## config.mk

```make
export PLATFORM = sky130hd
export DESIGN_NAME = hazard_scoreboard_unit
export DESIGN_NICKNAME = d
export VERILOG_FILES = /design/src/rtl/hazard_scoreboard_unit.sv
export SDC_FILE = /design/constraint.sdc
export NUM_CORES = 1
export LEC_CHECK = 0
export BUFFER_PORTS_ARGS = -buffer_cell sky130_fd_sc_hd__buf_2
export CORE_UTILIZATION = 40
export DETAILED_ROUTE_END_ITERATION = 6
export GPL_ROUTABILITY_DRIVEN = 0
export PLACE_DENSITY = 0.71
export SKIP_CTS_REPAIR_TIMING = 1
export SYNTH_ARGS = -nofsm -noshare
export SYNTH_HDL_FRONTEND = slang
export SYNTH_SLANG_ARGS = --single-unit
```

## constraint.sdc

```tcl
create_clock -name clk -period 1.8 [get_ports clk]
set_input_delay 0.09 -clock clk [delete_from_list [all_inputs] [get_ports clk]]
set_output_delay 0.09 -clock clk [all_outputs]
set_load 0.05 [all_outputs]
```

## src/rtl/hazard_scoreboard_unit.sv

```systemverilog
// Pipeline hazard unit: per-register pending-write scoreboard, memory-wait freeze
// and multi-cycle branch flush. Optional perf counters: define HAZARD_PERF_CNT_EN.
module hazard_scoreboard_unit #(
    parameter int REG_ADDR_W          = 2,
    parameter int DATA_FORWARDING     = 0,
    parameter int BRANCH_FLUSH_CYCLES = 1
) (
    input  logic                       clk,
    input  logic                       reset,
    input  logic                       use_rs_ID,
    input  logic                       use_rt_ID,
    input  logic [REG_ADDR_W-1:0]      rs_ID,
    input  logic [REG_ADDR_W-1:0]      rt_ID,
    input  logic                       reads_in_ID,
    input  logic                       reg_write_ID,
    input  logic                       mem_read_ID,
    input  logic [REG_ADDR_W-1:0]      dest_ID,
    input  logic                       jump_miss,
    input  logic                       i_branch_miss,
    input  logic                       mem_stall,
    output logic                       stall_IFID,
    output logic                       flush_IFID,
    output logic                       flush_IDEX,
    output logic                       pc_write,
    output logic                       ir_write,
    output logic [2**REG_ADDR_W-1:0]   pending_vec
`ifdef HAZARD_PERF_CNT_EN
    ,
    output logic [15:0]                stall_cycles,
    output logic [15:0]                flush_events
`endif
);

    localparam int NUM_REGS = 2**REG_ADDR_W;
    localparam int FCNT_W   = $clog2(BRANCH_FLUSH_CYCLES) + 1;
    localparam logic [FCNT_W-1:0] FCNT_LOAD = FCNT_W'(BRANCH_FLUSH_CYCLES - 1);
    localparam logic [FCNT_W-1:0] FCNT_ONE  = FCNT_W'(1);

    // state | meaning
    // IDLE  | no branch flush in progress
    // FLUSH | extending a conditional-branch flush, fcnt cycles left
    typedef enum logic {IDLE, FLUSH} state_t;

    state_t              state, state_next;
    logic [FCNT_W-1:0]   fcnt, fcnt_next;

    logic [1:0]          cnt      [NUM_REGS];
    logic [1:0]          cnt_next [NUM_REGS];
    logic [NUM_REGS-1:0] ld, ld_next;

    logic rs_busy, rt_busy;
    logic rs_ld_ex, rt_ld_ex;
    logic rs_haz, rt_haz;
    logic data_stall;
    logic branch_active;
    logic issue;

    assign rs_busy  = (cnt[rs_ID] != 2'd0);
    assign rt_busy  = (cnt[rt_ID] != 2'd0);
    assign rs_ld_ex = ld[rs_ID] && (cnt[rs_ID] == 2'd2);
    assign rt_ld_ex = ld[rt_ID] && (cnt[rt_ID] == 2'd2);

    // With forwarding only a load still in EX blocks an EX consumer; an ID-stage
    // consumer (register jump) cannot be forwarded to and waits for WB.
    assign rs_haz = (DATA_FORWARDING != 0) ? (rs_ld_ex | (reads_in_ID & rs_busy)) : rs_busy;
    assign rt_haz = (DATA_FORWARDING != 0) ? rt_ld_ex : rt_busy;

    assign data_stall    = (use_rs_ID & rs_haz) | (use_rt_ID & rt_haz);
    assign branch_active = i_branch_miss | (state == FLUSH);

    always_comb begin
        stall_IFID = 1'b0;
        flush_IFID = 1'b0;
        flush_IDEX = 1'b0;
        pc_write   = 1'b1;
        ir_write   = 1'b1;
        if (reset) begin
            flush_IFID = 1'b1;
            flush_IDEX = 1'b1;
            pc_write   = 1'b0;
            ir_write   = 1'b0;
        end else if (mem_stall) begin
            stall_IFID = 1'b1;
            pc_write   = 1'b0;
            ir_write   = 1'b0;
        end else if (branch_active) begin
            flush_IFID = 1'b1;
            flush_IDEX = 1'b1;
        end else if (data_stall) begin
            stall_IFID = 1'b1;
            flush_IDEX = 1'b1;
            pc_write   = 1'b0;
            ir_write   = 1'b0;
        end else if (jump_miss) begin
            flush_IFID = 1'b1;
        end
    end

    assign issue = reg_write_ID & ~data_stall & ~flush_IDEX & ~mem_stall;

    always_comb begin
        for (int r = 0; r < NUM_REGS; r++) begin
            cnt_next[r] = cnt[r];
            if (!mem_stall && (cnt[r] != 2'd0)) begin
                cnt_next[r] = cnt[r] - 2'd1;
            end
        end
        ld_next = ld;
        if (issue) begin
            cnt_next[dest_ID] = 2'd2;
            ld_next[dest_ID]  = mem_read_ID;
        end
    end

    always_ff @(posedge clk) begin
        if (reset) begin
            for (int r = 0; r < NUM_REGS; r++) begin
                cnt[r] <= 2'd0;
            end
            ld <= '0;
        end else begin
            for (int r = 0; r < NUM_REGS; r++) begin
                cnt[r] <= cnt_next[r];
            end
            ld <= ld_next;
        end
    end

    always_comb begin
        for (int r = 0; r < NUM_REGS; r++) begin
            pending_vec[r] = (cnt[r] != 2'd0);
        end
    end

    always_comb begin
        state_next = state;
        fcnt_next  = fcnt;
        if (!mem_stall) begin
            case (state)
                IDLE: begin
                    if (i_branch_miss && (BRANCH_FLUSH_CYCLES > 1)) begin
                        state_next = FLUSH;
                        fcnt_next  = FCNT_LOAD;
                    end
                end
                FLUSH: begin
                    if (i_branch_miss) begin
                        fcnt_next = FCNT_LOAD;
                    end else if (fcnt == FCNT_ONE) begin
                        state_next = IDLE;
                        fcnt_next  = '0;
                    end else begin
                        fcnt_next = fcnt - FCNT_ONE;
                    end
                end
                default: begin
                    state_next = IDLE;
                    fcnt_next  = '0;
                end
            endcase
        end
    end

    always_ff @(posedge clk) begin
        if (reset) begin
            state <= IDLE;
            fcnt  <= '0;
        end else begin
            state <= state_next;
            fcnt  <= fcnt_next;
        end
    end

`ifdef HAZARD_PERF_CNT_EN
    logic stall_sel;
    logic flush_accept;

    assign stall_sel    = ~reset & ~mem_stall & ~branch_active & data_stall;
    assign flush_accept = ~reset & ~mem_stall &
                          ((i_branch_miss & (state == IDLE)) |
                           (~branch_active & ~data_stall & jump_miss));

    always_ff @(posedge clk) begin
        if (reset) begin
            stall_cycles <= '0;
            flush_events <= '0;
        end else begin
            if (stall_sel && (stall_cycles != 16'hFFFF)) begin
                stall_cycles <= stall_cycles + 16'd1;
            end
            if (flush_accept && (flush_events != 16'hFFFF)) begin
                flush_events <= flush_events + 16'd1;
            end
        end
    end
`endif

endmodule
```

* Word level (Yosys, flattened, before mapping)
Memories as Yosys holds them, arrays and structs flattened.
Cells that the tools add are included.
** Word-level totals
- Bits in registers :: 2
- Memories :: 1
- Bits in read-only memories :: 0
- Input bits :: 16
- Latch bits :: 0
- Bits in writable memories :: 8
- Output and inout port bits :: 9
** Memories
- cnt :: words 4, bits a word 2, rd ports 6, clocked after memory_dff 0, wr ports 4, RTL line 47 : logic [1:0] cnt [NUM_REGS];
** Operators by class
- Bitwise logic cells :: 18
- Order comparisons :: 2
- Equality and inequality tests :: 0
- Div/mod/pow operators :: 0
- $add $sub $neg :: 5
- Reduce and logical (&&, ||, !) cells :: 13
- Shift-type cells :: 0
- $mul :: 0
- Mux-type cells :: 35
** Operators with widths (count)
- 2-to-1 mux 1 bit :: 24
- 2-to-1 mux 2 bit :: 9
- nonzero test 2 bit :: 6
- 2-to-1 mux 8 bit :: 1
- subtractor 2 x 1 -> 2 bit (second input constant) :: 4
- bitwise OR 1 bit :: 6
- AND 1 bit :: 5
- logical AND 1 bit :: 5
- AND 4 bit :: 1
- demux 2 bit (select 2 bit) :: 1
- inverter 4 bit :: 1
- bitwise OR 4 bit :: 1
- greater-or-equal comparator 3 bit (second input constant) :: 1
- less-than comparator 3 x 1 -> 1 bit (second input constant) :: 1
- inverter 1 bit :: 3
- inverter 2 -> 3 bit :: 1
- AND reduction 2 bit :: 1
- zero test 1 bit :: 1
- subtractor 1 bit (second input constant) :: 1

* Logic depth before layout (Yosys ltp)
An unclocked memory read counts as a cell.
- Depth after elaboration :: 13
- Depth in mapped cells :: 6
- Depth with buffers taken out :: 6

* Least setup slack after synthesis
No wires, ideal clock.
- Kind :: reg-to-output
- Start point :: memory cnt[1][1]
- End point :: output port pc_write
- Arrival :: 2.141 ns
- Cell stages (with the launch flop) :: 7
- Path buffers :: 2
- Required time :: 1.710 ns
- Setup slack :: -0.431 ns
- Cell sequence :: dfxtp_1 nor4b_2 nor2_1 a32o_1 buf_6 a21boi_1 buf_4
** RTL lines
- start, declared :: RTL line 47
- end, declared :: RTL line 24 : output logic pc_write,

==> metrics <==
Die W=44.12 um; top cell family by delay on the critical path=compound AO/OA/AOI/OAI gates; Slew HR=83.32%; antenna violations before repair=0; dominant cell type by area after synthesis=dfxtp_1; CTS HTree Levels=1; Final period util=95.78%; final setup fails=0; Num CTS Buffers=3; critical path's largest stage delay=390 ps; DRT iter0 DRCs=12; worst reg2reg path endpoint=cnt[0][0]; row count=14; syn nets=117; slowest cell on the critical path=dfxtp_1; CTS clk-pin slew, worst paths=60 ps; GR Overflow Total=0; Worst Setup SP=cnt[0][1]; Final Hold Fails=0; fillers=167; R2R cell count=5; f_max=580.1 MHz; Ports=25; Synth cell types=29; Post-synth top cells=inv_1 (13), dfxtp_1 (10), nor2_1 (10); r2r setup slk=320 ps; CP cell instances=nor4_2 -> nor3b_2 -> a32oi_2 -> a311o_1 -> buf_4; #FFs+latches synth=10; Port Buffers=22; vias per cell=5.618; required time worst endpoint=1710 ps; HPWL after DPL=1.305 mm; worst hold path type=in2reg; Clock Latency Late Sink=260 ps; largest net degree at the start of global routing=15; CP Class=reg2out; Max Cap Viol=0; proportion of layout cells with a drive suffix above 1=33.33%; DRT Wirelength=1.683 mm; core area=1577 um^2; PwrDens=866.1 nW/um^2; prevailing post-synth register cell=dfxtp_1; Min Clock Period, post-route=1724 ps; synthesized area per cell=7.314 um^2; DR vias=764; number of synthesized flops with an enable pin=0; Initial DRT Pass Iterations=6; utilization after layout=57.38%; Mapped Area=709.4 um^2; vias in the first global route=710; first-pass GRT wire length=2.925 mm; status=complete, no violations; Worst Skew=4.283 ps; post-synth top area share=28.22%; antenna-violating nets left=0; Pins Over Slew Limit=0; CP startpoint kind=flop; ANT cells=0; CTS sink count=10; RR Startpoint=cnt[0][1]; Worst Setup End Kind=output pin; die height=44.12 um; die area=1946 um^2; CP Depth=5; starting density of the core=45.00%; RSZ-0062 raised after global routing=yes; Least-Margin Pin Slew=248.2 ps; gr usage total=19.95%; FFs w/ async S/R, synth=0%; Max VDD drop=0.5197 mV; Synth area leaders=dfxtp_1 (28%), ha_1 (7.1%), inv_1 (6.9%), o21ai_0 (6.3%), nor2_1 (5.3%); count leader, synth=inv_1; sequential cell area fraction in the yosys report=28.22%; CP bufs+invs=1; Avg WL per Cell=12.38 um; Final Power=783.4 uW; fin nets=142; TritonCTS clock tree=built; DRC viols=0; YS warnings=0; Area Growth Syn to Fin=27.51%; Max Root-Sink Buffers=2; post-synthesis cell count=97; LEAKAGE=0.3935 nW; CP endpoint=flush_IFID; crit-path max FO=4; clk root buf=clkbuf_4; Critical Path AT=1630 ps
==> registers in the layout (all words and copies together) (netlist names) <==
register  flops
state         1
fcnt          1
cnt           8
==> metal layers <==
metal | track usage [%] | vias up | wire, um
met5 | 0 | - | 0
met4 | 10.91 | 0 | 30
met3 | 2.857 | 4 | 77
met2 | 33.53 | 23 | 755
met1 | 24.37 | 340 | 820
li1 | - | 397 | -
==> power by group <==
part	total, mW	switching [mW]	internal [mW]
Clock	0.144	0.0671	0.0767
Sequential	0.275	0.0265	0.248
Combinational	0.365	0.241	0.124
Total	0.783	0.334	0.449
==> worst register-to-register path, cell delays in order (launching register included) <==
cell and delay (ps):
dfxtp_1 340, nor4_2 290, nor3b_2 100, a32o_2 280
buf_4 170, o21a_1 180
==> area by class of cell <==
class	instances	area, um^2	share of cell area, %
Sequential cell	10	206.4	22.82
Tap cell	16	20.02	2.213
Timing Repair Buffer	24	135.1	14.94
Multi-Input combinational cell	70	471.7	52.14
Clock buffer	3	22.52	2.490
Inverter	13	48.80	5.394
==> logic make-up after synthesis <==
family | after synthesis | share of synthesized area, %
AO/OA/AOI/OAI | 31 | 27.16
adder cells (fa/ha/maj) | 4 | 7.055
buffers and inverters | 17 | 10.58
flip-flops | 10 | 28.22
AND/OR/NAND/NOR | 35 | 26.99
==> metrics by stage <==
| stage | setup slack (ps) | cells | area [um^2] | TNS [ps] | hold slack (ps) |
|---|---|---|---|---|---|
| 2_1_floorplan | 57.33 | 97 | 720.7 | 0 | 248.1 |
| 3_3_place_gp | 276.7 | 133 | 839.6 | 0 | 415.3 |
| 3_5_place_dp | 249.6 | 133 | 839.6 | 0 | 416.6 |
| 4_1_cts | -47.97 | 136 | 862.1 | -96.04 | 146.9 |
| 5_1_grt | -63.72 | 136 | 904.6 | -66.44 | 178.1 |
| 6_report | 76.05 | 136 | 904.6 | 0 | 149.8 |
==> worst min-delay path by stage <==
stage | start | endpoint | slack, ps | depth (start not counted)
detailed placement | i_branch_miss | state | 420 | 3
finish | i_branch_miss | state | 150 | 3
floorplan | reset | state | 250 | 2
global placement | i_branch_miss | state | 420 | 3
global route | reset | cnt[0][1] | 180 | 2
CTS | i_branch_miss | state | 150 | 3
==> layout by cell type (no fill, tap or decap), types with 2 or more instances in the layout <==
master / count
a21oi_1: 7
buf_2: 18
buf_4: 6
clkbuf_4: 3
dfxtp_1: 5
dfxtp_2: 5
ha_1: 4
inv_1: 13
nand2_1: 5
nand3_1: 5
nor2_1: 10
nor3_1: 3
nor3b_1: 2
nor4b_2: 2
o21a_1: 4
o21ai_0: 8
o21ai_1: 2
o22ai_1: 4
or3b_1: 2
Power figures use the tool's default switching activity.
